`config.mk`:
```
export PLATFORM = sky130hd
export DESIGN_NAME = bitstream_loader_flat
export DESIGN_NICKNAME = d
export VERILOG_FILES = /design/src/rtl/bitstream_loader_if.sv /design/src/rtl/bitstream_loader.sv /design/src/flat_wrapper.sv
export SDC_FILE = /design/constraint.sdc
export NUM_CORES = 1
export LEC_CHECK = 0
export CAP_MARGIN = 5
export CORE_MARGIN = 4
export CORE_UTILIZATION = 27
export CTS_BUF_LIST = sky130_fd_sc_hd__clkbuf_4 sky130_fd_sc_hd__clkbuf_8
export DETAILED_ROUTE_END_ITERATION = 12
export HOLD_SLACK_MARGIN = 0.1
export PLACE_DENSITY = 0.53
export SYNTH_ARGS = -nofsm -noshare
export SYNTH_HDL_FRONTEND = slang
export SYNTH_SLANG_ARGS = --single-unit
```
`constraint.sdc`:
```
create_clock -name clk -period 2.5 [get_ports clk]
set_clock_uncertainty 0.05 [all_clocks]
set_input_delay 0.5 -clock clk [delete_from_list [all_inputs] [get_ports clk]]
set_output_delay 0.5 -clock clk [all_outputs]
set_load 0.02 [all_outputs]
```
`src/rtl/bitstream_loader_if.sv`:
```
// bitstream_loader_if: valid/ready word stream carrying the bitstream into the loader
interface bitstream_loader_if #(parameter int DATA_WIDTH = 8);
  logic [DATA_WIDTH-1:0] cfg_data;
  logic cfg_valid;
  logic cfg_ready;
  modport master (output cfg_data, cfg_valid, input cfg_ready);
  modport slave (input cfg_data, cfg_valid, output cfg_ready);
endinterface

```
`src/rtl/bitstream_loader.sv`:
```
// bitstream_loader: serialises bitstream words into the connection then CLB scan chains
// Optional chain readback is enabled with `define LOADER_READBACK_EN
module bitstream_loader #(
  parameter int DATA_WIDTH = 8,
  parameter int CONN_CHAIN_LEN = 416,
  parameter int CLB_CHAIN_LEN = 72,
  parameter int CNT_WIDTH = 16
) (
  input  logic clk,
  input  logic reset,
  input  logic start,
  bitstream_loader_if.slave cfg,
  output logic scan_clk,
  output logic conn_scan_in,
  output logic conn_scan_en,
  output logic clb_scan_in,
  output logic clb_scan_en,
  input  logic conn_scan_out,
  input  logic clb_scan_out,
  output logic busy,
  output logic done,
  output logic [DATA_WIDTH-1:0] readback_data,
  output logic readback_valid
);
  localparam int RW = $clog2(DATA_WIDTH + 1);
  typedef enum logic [1:0] {IDLE, LOAD_CONN, LOAD_CLB, DONE} state_t;
  typedef enum logic [1:0] {WAIT, PH_L, PH_H} phase_t;
  state_t state;
  phase_t ph;
  logic [DATA_WIDTH-1:0] sr;
  logic [RW-1:0] rem;
  logic [CNT_WIDTH-1:0] cnt;
  logic conn, last, bit_next;
  assign conn = state == LOAD_CONN;
  assign last = cnt == (conn ? CNT_WIDTH'(CONN_CHAIN_LEN - 1) : CNT_WIDTH'(CLB_CHAIN_LEN - 1));
  assign bit_next = ph == WAIT ? sr[0] : sr[1];
  assign cfg.cfg_ready = busy && rem == '0;
`ifdef LOADER_READBACK_EN
  logic [DATA_WIDTH-1:0] rb_word, rb_mask;
  logic sample;
  assign sample = conn ? conn_scan_out : clb_scan_out;
`else
  logic unused_scan_out;
  assign unused_scan_out = conn_scan_out ^ clb_scan_out;
  assign readback_data = '0;
  assign readback_valid = 1'b0;
`endif
  always_ff @(posedge clk) begin
    if (reset) begin
      state <= IDLE;
      ph <= WAIT;
      sr <= '0;
      rem <= '0;
      cnt <= '0;
      scan_clk <= 1'b0;
      conn_scan_in <= 1'b0;
      conn_scan_en <= 1'b0;
      clb_scan_in <= 1'b0;
      clb_scan_en <= 1'b0;
      busy <= 1'b0;
      done <= 1'b0;
`ifdef LOADER_READBACK_EN
      rb_word <= '0;
      rb_mask <= DATA_WIDTH'(1);
      readback_data <= '0;
      readback_valid <= 1'b0;
`endif
    end else begin
`ifdef LOADER_READBACK_EN
      readback_valid <= 1'b0;
`endif
      case (state)
        IDLE, DONE: if (start) begin
          state <= LOAD_CONN;
          busy <= 1'b1;
          done <= 1'b0;
          conn_scan_en <= 1'b1;
        end
        default: begin
          if (cfg.cfg_valid && cfg.cfg_ready) begin
            sr <= cfg.cfg_data;
            rem <= RW'(DATA_WIDTH);
          end
          case (ph)
            WAIT: if (rem != '0) begin
              ph <= PH_L;
              if (conn) conn_scan_in <= bit_next;
              else clb_scan_in <= bit_next;
            end
            PH_L: begin
              ph <= PH_H;
              scan_clk <= 1'b1;
`ifdef LOADER_READBACK_EN
              rb_word <= rb_word | (sample ? rb_mask : '0);
              rb_mask <= rb_mask << 1;
`endif
            end
            default: begin
              scan_clk <= 1'b0;
`ifdef LOADER_READBACK_EN
              if (last || rb_mask == '0) begin
                readback_data <= rb_word;
                readback_valid <= 1'b1;
                rb_word <= '0;
                rb_mask <= DATA_WIDTH'(1);
              end
`endif
              if (last) begin
                // every chain starts on a fresh word, so leftover bits are dropped
                cnt <= '0;
                sr <= '0;
                rem <= '0;
                ph <= WAIT;
                conn_scan_in <= 1'b0;
                clb_scan_in <= 1'b0;
                conn_scan_en <= 1'b0;
                clb_scan_en <= conn;
                state <= conn ? LOAD_CLB : DONE;
                busy <= conn;
                done <= !conn;
              end else begin
                cnt <= cnt + CNT_WIDTH'(1);
                sr <= sr >> 1;
                rem <= rem - RW'(1);
                ph <= rem > RW'(1) ? PH_L : WAIT;
                if (rem > RW'(1)) begin
                  if (conn) conn_scan_in <= bit_next;
                  else clb_scan_in <= bit_next;
                end
              end
            end
          endcase
        end
      endcase
    end
  end
endmodule

```
`src/flat_wrapper.sv`:
```
// flat-port wrapper written by rule: the top's interface ports become plain ports
module bitstream_loader_flat 
#(
  parameter int DATA_WIDTH = 8,
  parameter int CONN_CHAIN_LEN = 416,
  parameter int CLB_CHAIN_LEN = 72,
  parameter int CNT_WIDTH = 16
)
  (clk, reset, start, scan_clk, conn_scan_in, conn_scan_en, clb_scan_in, clb_scan_en, conn_scan_out, clb_scan_out, busy, done, readback_data, readback_valid, cfg_cfg_data, cfg_cfg_valid, cfg_cfg_ready);
  bitstream_loader_if #(.DATA_WIDTH(DATA_WIDTH)) cfg_i ();
  input  logic clk;
  input  logic reset;
  input  logic start;
  output logic scan_clk;
  output logic conn_scan_in;
  output logic conn_scan_en;
  output logic clb_scan_in;
  output logic clb_scan_en;
  input  logic conn_scan_out;
  input  logic clb_scan_out;
  output logic busy;
  output logic done;
  output logic [DATA_WIDTH-1:0] readback_data;
  output logic readback_valid;
  input wire logic [$bits(cfg_i.cfg_data)-1:0] cfg_cfg_data;
  input wire logic [$bits(cfg_i.cfg_valid)-1:0] cfg_cfg_valid;
  output wire logic [$bits(cfg_i.cfg_ready)-1:0] cfg_cfg_ready;
  assign cfg_i.cfg_data = cfg_cfg_data;
  assign cfg_i.cfg_valid = cfg_cfg_valid;
  assign cfg_cfg_ready = cfg_i.cfg_ready;
  bitstream_loader #(.DATA_WIDTH(DATA_WIDTH), .CONN_CHAIN_LEN(CONN_CHAIN_LEN), .CLB_CHAIN_LEN(CLB_CHAIN_LEN), .CNT_WIDTH(CNT_WIDTH)) u_core (.clk(clk), .reset(reset), .start(start), .cfg(cfg_i), .scan_clk(scan_clk), .conn_scan_in(conn_scan_in), .conn_scan_en(conn_scan_en), .clb_scan_in(clb_scan_in), .clb_scan_en(clb_scan_en), .conn_scan_out(conn_scan_out), .clb_scan_out(clb_scan_out), .busy(busy), .done(done), .readback_data(readback_data), .readback_valid(readback_valid));
endmodule
```
======== Yosys cells after proc, flatten, opt, wreduce, memory -nomap -nowiden ========
Index checks and enable logic that the tools add are counted.
operators by class
  bitwise gates (word level) .............. 4
  equal/unequal tests ..................... 8
  reductions and logical operators ........ 18
  add/subtract/negate cells ............... 2
  multiplexer cells ....................... 40
  order comparisons ....................... 1
operator list
  kind                                                                      count
  1-bit 2-to-1 mux                                                          22
  16-bit by 1-bit adder with 16-bit output (second input constant)          1
  16-bit equality test                                                      1
  16-bit 2-to-1 mux                                                         1
  8-bit 2-to-1 mux                                                          2
  2-bit 2-to-1 mux                                                          6
  4-bit 2-to-1 mux                                                          3
  9-bit 2-to-1 mux                                                          1
  2-bit AND reduction                                                       4
  7-bit 2-to-1 mux                                                          1
  1-bit case mux with 2 select lines                                        3
  3-bit AND reduction                                                       2
  2-bit by 1-bit equality test with 1-bit output (second input constant)    2
  4-bit by 1-bit > comparator with 1-bit output (second input constant)     1
  2-bit logical NOT                                                         2
  4-bit logical NOT                                                         1
  2-bit by 1-bit inequality test with 1-bit output (second input constant)  2
  2-bit inequality test (second input constant)                             2
  1-bit inverter                                                            4
  2-bit case mux with 2 select lines                                        1
  4-bit AND reduction                                                       1
  4-bit nonzero test                                                        1
  2-bit OR reduction                                                        2
  4-bit by 1-bit subtractor with 4-bit output (second input constant)       1
  5 further kinds                                                           6
word-level totals
  bits of input ports ..................... 14
  register bits ........................... 39

======== Depth between registers and ports, before layout ========
  word-level depth ........................ 6
  depth in mapped cells ................... 10

======== Worst setup path after synthesis ========
No wires, ideal clock.
  kind .................................... register -> register
  from .................................... reg u_core.state[1]
  to ...................................... reg u_core.clb_scan_in
  setup slack ............................. -241 ps
  arrival ................................. 2605 ps
  required time ........................... 2364 ps
  stages on the path, launching flop included .. 9
  cell sequence ........................... dfxtp_1 inv_1 ha_1 or4b_1 o22a_1 or4_1 clkbuf_2 or4_1 a211oi_1
on the way
  cells in the longest elaborated chain, start to end .. 5
  elaborated cells between the ends (all ways) .. 14
RTL lines
  what                                                                       line                     text
  start, declared                                                            bitstream_loader.sv:28   state_t state;
  start signal, assigned                                                     bitstream_loader.sv:118  state <= conn ? LOAD_CLB : DONE;
  2-bit by 1-bit equality test with 1-bit output *                           bitstream_loader.sv:34   assign conn = state == LOAD_CONN;
  net u_core.conn                                                            bitstream_loader.sv:33   logic conn, last, bit_next;
  9-bit 2-to-1 mux or 1-bit 2-to-1 mux (tied branches)                       -
  16-bit equality test or 1-bit 2-to-1 mux (tied branches)                   -
  1-bit 2-to-1 mux or 3-bit nonzero test (tied branches)                     -
  1-bit case mux with 2 select lines or 4-bit AND reduction (tied branches)  -
  end signal, assigned                                                       bitstream_loader.sv:88   else clb_scan_in <= bit_next;
  end signal, assigned                                                       bitstream_loader.sv:128  else clb_scan_in <= bit_next;
  end, declared                                                              bitstream_loader.sv:16   output logic clb_scan_in,
The timed path passes the listed nets; every way through them passes the cells marked *. The select of a mux whose other input is x is not followed.
A chain may end at the register's enable or synchronous reset.

======== Final worst setup path ========
  from .................................... reg u_core.state[1]
  to ...................................... reg u_core.conn_scan_in
on the way
  cells in the longest elaborated chain, start to end .. 5
  elaborated cells between the ends (all ways) .. 14
RTL lines
  what                                                                       line                     text
  2-bit by 1-bit equality test with 1-bit output *                           bitstream_loader.sv:34
  net u_core.conn                                                            bitstream_loader.sv:33
  9-bit 2-to-1 mux or 1-bit 2-to-1 mux (tied branches)                       -
  16-bit equality test or 1-bit 2-to-1 mux (tied branches)                   -
  1-bit 2-to-1 mux or 3-bit nonzero test (tied branches)                     -
  1-bit case mux with 2 select lines or 4-bit AND reduction (tied branches)  -
  end signal, assigned                                                       bitstream_loader.sv:87   if (conn) conn_scan_in <= bit_next;
  end signal, assigned                                                       bitstream_loader.sv:127  if (conn) conn_scan_in <= bit_next;
  end, declared                                                              bitstream_loader.sv:14   output logic conn_scan_in,
Marked as above.

==> results.md <==
- Switching power of the nets: 309 uW
- Starting Density: 0.277
- Kind of cell adding the most delay to the critical path: simple AND/OR/NAND/NOR gates
- Most frequent cells in the layout: sky130_fd_sc_hd__dfxtp_1 (38), sky130_fd_sc_hd__nor2_1 (36), sky130_fd_sc_hd__buf_4 (19)
- Total count of hold-check failures in the final report: 0
- Share of the synthesized netlist area taken by xor and xnor gates: 0.0655
- Final routed wirelength across all metal layers: 4.46 mm
- Clock network latency to the later pin of the worst-skew pair: 290 ps
- Total Power: 1.32 mW
- Depth of the CTS H-tree: 2
- Number of global-route vias before repair: 1686
- FF+latch count, synth: 39
- Slew of the pin with the lowest slew margin: 493 ps
- Internal power: 1.01 mW
- Detailed router's first-iteration violation count: 80
- Maximum single-stage delay on the critical path: 500 ps
- Unrepaired setup endpoints after global routing: yes
- Final layout net count: 299
- Complex-gate fraction of the synthesized area: 0.138
- Layout-stage area growth over the synthesis result: 26.8%
- Clk buf depth: 2
- Number of unique standard cell types used by synthesis: 44
- Average wire length per cell after detail routing: 11.8 um
- Power share of the clock group: 0.423
- Area of the mapped netlist: 2010 um^2
- Terminus of the critical flop-to-flop path: u_core.conn_scan_in
- Sequential share of the synthesized area: 0.389
- Reg2reg setup slack: 80 ps
- Total buffers and inverters traversed by the critical path: 1
- TritonCTS sink count: 39
- Post-synthesis simple-gate area fraction: 0.265
- Number of antenna violations at the first check in global routing: 0
- List of cells traversed by the critical path: inv_2, ha_4, or4b_1, o22a_1, or4_4, or4_1, a211oi_2
- F_max: 413 MHz
- Peak supply drop: 0.213 mV
- Number of vias after detailed routing: 1752
- Fraction of the cycle the final worst path needs: 0.968
- Number of warnings issued by yosys: 0
- Worst Hold Depth: 2
- Cell area reported after detailed placement: 2390 um^2
- First-pass GRT wire length: 7.93 mm
- Ratio of cells with drive above 1 in the final layout: 0.139
- Total Negative Setup Slacks: 0 ps
- Post-synthesis mux area share: 0.0150
- Crit Path Class: register to register
- Outcome: complete, no violations
- Root cell of the clock tree: sky130_fd_sc_hd__clkbuf_8
- Critical path startpoint: u_core.state[1]
- Arrival @ worst endpoint: 2590 ps
- Max transition margin: 0.667
- Number of filler instances in the final layout: 787
- Final standard cell utilization of the core: 0.351
- DRT Pass-1 Iters: 4
- Cell Count, Final, Fillers Out: 379
- Finished layout cell area: 2540 um^2
- Max-capacitance violation count: 0
- Height of the chip: 94.2 um
- Share of power burned in combinational logic: 0.092
- Number of cells produced by synthesis: 248
- Final-report setup violation count: 0
- Placement Rows: 31
- Mean instance size in the synthesized netlist: 8.09 um^2
- Dominant combinational cell family by area after synthesis: simple AND/OR/NAND/NOR gates
- Largest net degree at the start of global routing: 19
- Worst hold-check path type: register to register
- Estimated wirelength of the detail-placed design: 3.16 mm
- Residual antenna-violating net count after detailed routing: 0
- Type of element launching the critical path: register
- Primary flip-flop cell chosen by synthesis mapping: sky130_fd_sc_hd__dfxtp_1
- Overall die area: 8870 um^2
- WHS Endpoint: u_core.sr[3]
- Worst Reg-to-Reg Cells: 7
- Antenna cell count: 0
- Number of enable-type register cells in the synthesized netlist: 0
- Cell type of the slowest stage on the worst timing path: sky130_fd_sc_hd__or4_4
- Number of max-slew violations in the final report: 0
- Launch point of the worst reg-to-reg path: u_core.state[1]
- Buffers added on ports: 19
- Remaining global-route overflow: 0
- Adder and majority gate portion of the synthesized area: 0.0374
- Die extent in x: 94.2 um
- Fraction of synthesis flops using an asynchronous set or reset pin: 0
- Tmin final: 2420 ps
- Weighted congestion reported at the end of routability-driven placement: 0.724
- Clock tree from TritonCTS: yes
- Standard cell core area: 7250 um^2
- Most common cell after layout, fill and taps aside: sky130_fd_sc_hd__dfxtp_1
- Via density: 4.62
- Switching share of power: 0.235
- Largest driver fanout on the critical path: 3
- TritonCTS Buffers: 5
- Number of I/O pins: 31
- Hold path startpoint: u_core.sr[3]
- Part of the power in registers: 0.485
- WP data required: 2670 ps
- Reported leakage power: 0.941 nW
- Post-placement cell count: 371
- Category of the worst setup path capture point: register
- Drt drc: 0
- Clock transition at the registers of the reported paths: 80 ps
- Power density normalized to cell area: 517 nW/um^2
- Aggregate global-route resource usage: 0.110
- Hold_buf cts: 0
[cell families (layout without fill, tap and decap cells)]
| logic type | count (synthesis) | in the layout |
|---|---|---|
| AOI/OAI and AO/OA | 41 | 41 |
| xor gates and xnor gates | 15 | 15 |
| adders and majority gates | 6 | 6 |
| buffers and inverters | 37 | 61 |
| DFF | 39 | 39 |
| muxes | 3 | 3 |
| other | 1 | 9 |
| and+or+nand+nor | 106 | 106 |
[registers in the layout (all words and copies together) (netlist names)]
signal               count
u_core.state             2
u_core.ph                2
u_core.busy              1
u_core.clb_scan_in       1
u_core.done              1
u_core.conn_scan_en      1
u_core.sr                8
u_core.clb_scan_en       1
u_core.scan_clk          1
u_core.rem               4
u_core.cnt              16
u_core.conn_scan_in      1
[what timing repair did]
action                                  4_1_cts  5_1_grt
hold endpoints to repair                      0        0
resized for setup                             1        7
endpoints found under the setup margin        2        5
buffers inserted                              0        0
pin swaps                                     4        2
[stage by stage]
step / hold WS [ps] / worst slack, ps
2_1_floorplan: 396 / -100
3_3_place_gp: 405 / -34.8
3_5_place_dp: 409 / -16.7
4_1_cts: 422 / 34.0
5_1_grt: 439 / -25.5
6_report: 424 / 79.2
[area by class of cell]
class	count	area, um^2	share of cell area
inverter	14	52.6	0.0207
sequential	39	782	0.307
clock buffer	6	82.6	0.0325
timing repair buffer	39	347	0.136
tap	99	124	0.0487
multi-input combinational	180	1120	0.441
clock inverter	2	35.0	0.0138
[Yosys cell counts (2+ instances only)]
| library cell | n | area, um^2 |
|---|---|---|
| sky130_fd_sc_hd__nand3b_1 | 2 | 15.0 |
| sky130_fd_sc_hd__nor3b_1 | 3 | 22.5 |
| sky130_fd_sc_hd__or4_1 | 4 | 30.0 |
| sky130_fd_sc_hd__nand3_1 | 12 | 60.1 |
| sky130_fd_sc_hd__or2_2 | 2 | 12.5 |
| sky130_fd_sc_hd__ha_1 | 6 | 75.1 |
| sky130_fd_sc_hd__o21ai_0 | 7 | 35.0 |
| sky130_fd_sc_hd__a311oi_1 | 2 | 17.5 |
| sky130_fd_sc_hd__nand2b_1 | 3 | 18.8 |
| sky130_fd_sc_hd__inv_1 | 14 | 52.6 |
| sky130_fd_sc_hd__and2_1 | 2 | 12.5 |
| sky130_fd_sc_hd__or3_1 | 2 | 12.5 |
| sky130_fd_sc_hd__nor4_1 | 2 | 12.5 |
| sky130_fd_sc_hd__xor2_1 | 11 | 96.3 |
| sky130_fd_sc_hd__and4_1 | 3 | 26.3 |
| sky130_fd_sc_hd__nand2_1 | 18 | 67.6 |
| sky130_fd_sc_hd__nor2b_1 | 4 | 25.0 |
| sky130_fd_sc_hd__and3_1 | 2 | 12.5 |
| sky130_fd_sc_hd__buf_4 | 9 | 67.6 |
| sky130_fd_sc_hd__xnor2_1 | 4 | 35.0 |
| sky130_fd_sc_hd__a211oi_1 | 4 | 30.0 |
| sky130_fd_sc_hd__nor3_1 | 5 | 25.0 |
| sky130_fd_sc_hd__mux2i_1 | 3 | 30.0 |
| sky130_fd_sc_hd__nand4_1 | 4 | 25.0 |
| sky130_fd_sc_hd__a31oi_1 | 2 | 12.5 |
| sky130_fd_sc_hd__buf_2 | 2 | 10.0 |
| sky130_fd_sc_hd__a21oi_1 | 11 | 55.1 |
| sky130_fd_sc_hd__dfxtp_1 | 39 | 781 |
| sky130_fd_sc_hd__clkbuf_1 | 10 | 37.5 |
| sky130_fd_sc_hd__a221oi_1 | 7 | 61.3 |
| sky130_fd_sc_hd__nor2_1 | 36 | 135 |
[worst max path at each step]
stage                                      to  slack (ps)  cells after the start
after detailed placement   u_core.clb_scan_in         -20                      7
final                     u_core.conn_scan_in          80                      7
after global placement     u_core.clb_scan_in         -30                      7
after floorplan                u_core.cnt[13]        -100                     10
after global routing       u_core.clb_scan_in         -30                      7
after CTS                        u_core.ph[0]          30                      8
[routing by layer]
layer | share of wire | global-route usage | wire length [um] | up-vias
met4 | 0.016 | 0.0433 | 70 | 0
met3 | 0.027 | 0.0216 | 122 | 6
met2 | 0.47 | 0.182 | 2110 | 23
met5 | 0 | 0 | 0 | -
li1 | - | - | - | 904
met1 | 0.48 | 0.141 | 2150 | 819
[worst reg2reg max path, stage by stage, from the launching register on]
cell and delay (ps):
sky130_fd_sc_hd__dfxtp_2 340, sky130_fd_sc_hd__inv_2 50, sky130_fd_sc_hd__ha_4 150, sky130_fd_sc_hd__or4b_1 450, sky130_fd_sc_hd__o22a_1 190, sky130_fd_sc_hd__or4_4 500, sky130_fd_sc_hd__or4_1 440, sky130_fd_sc_hd__a211oi_2 180
[power by group through the flow]
stage | clock network (mW) | logic, mW | registers, mW
4_1_cts | 0.575 | 0.121 | 0.638
2_1_floorplan | 0 | 0.0785 | 0.655
3_5_place_dp | 0 | 0.120 | 0.653
5_1_grt | 0.604 | 0.135 | 0.640
3_3_place_gp | 0 | 0.120 | 0.652
6_report | 0.556 | 0.121 | 0.638
(Power assumes the default switching activity.)
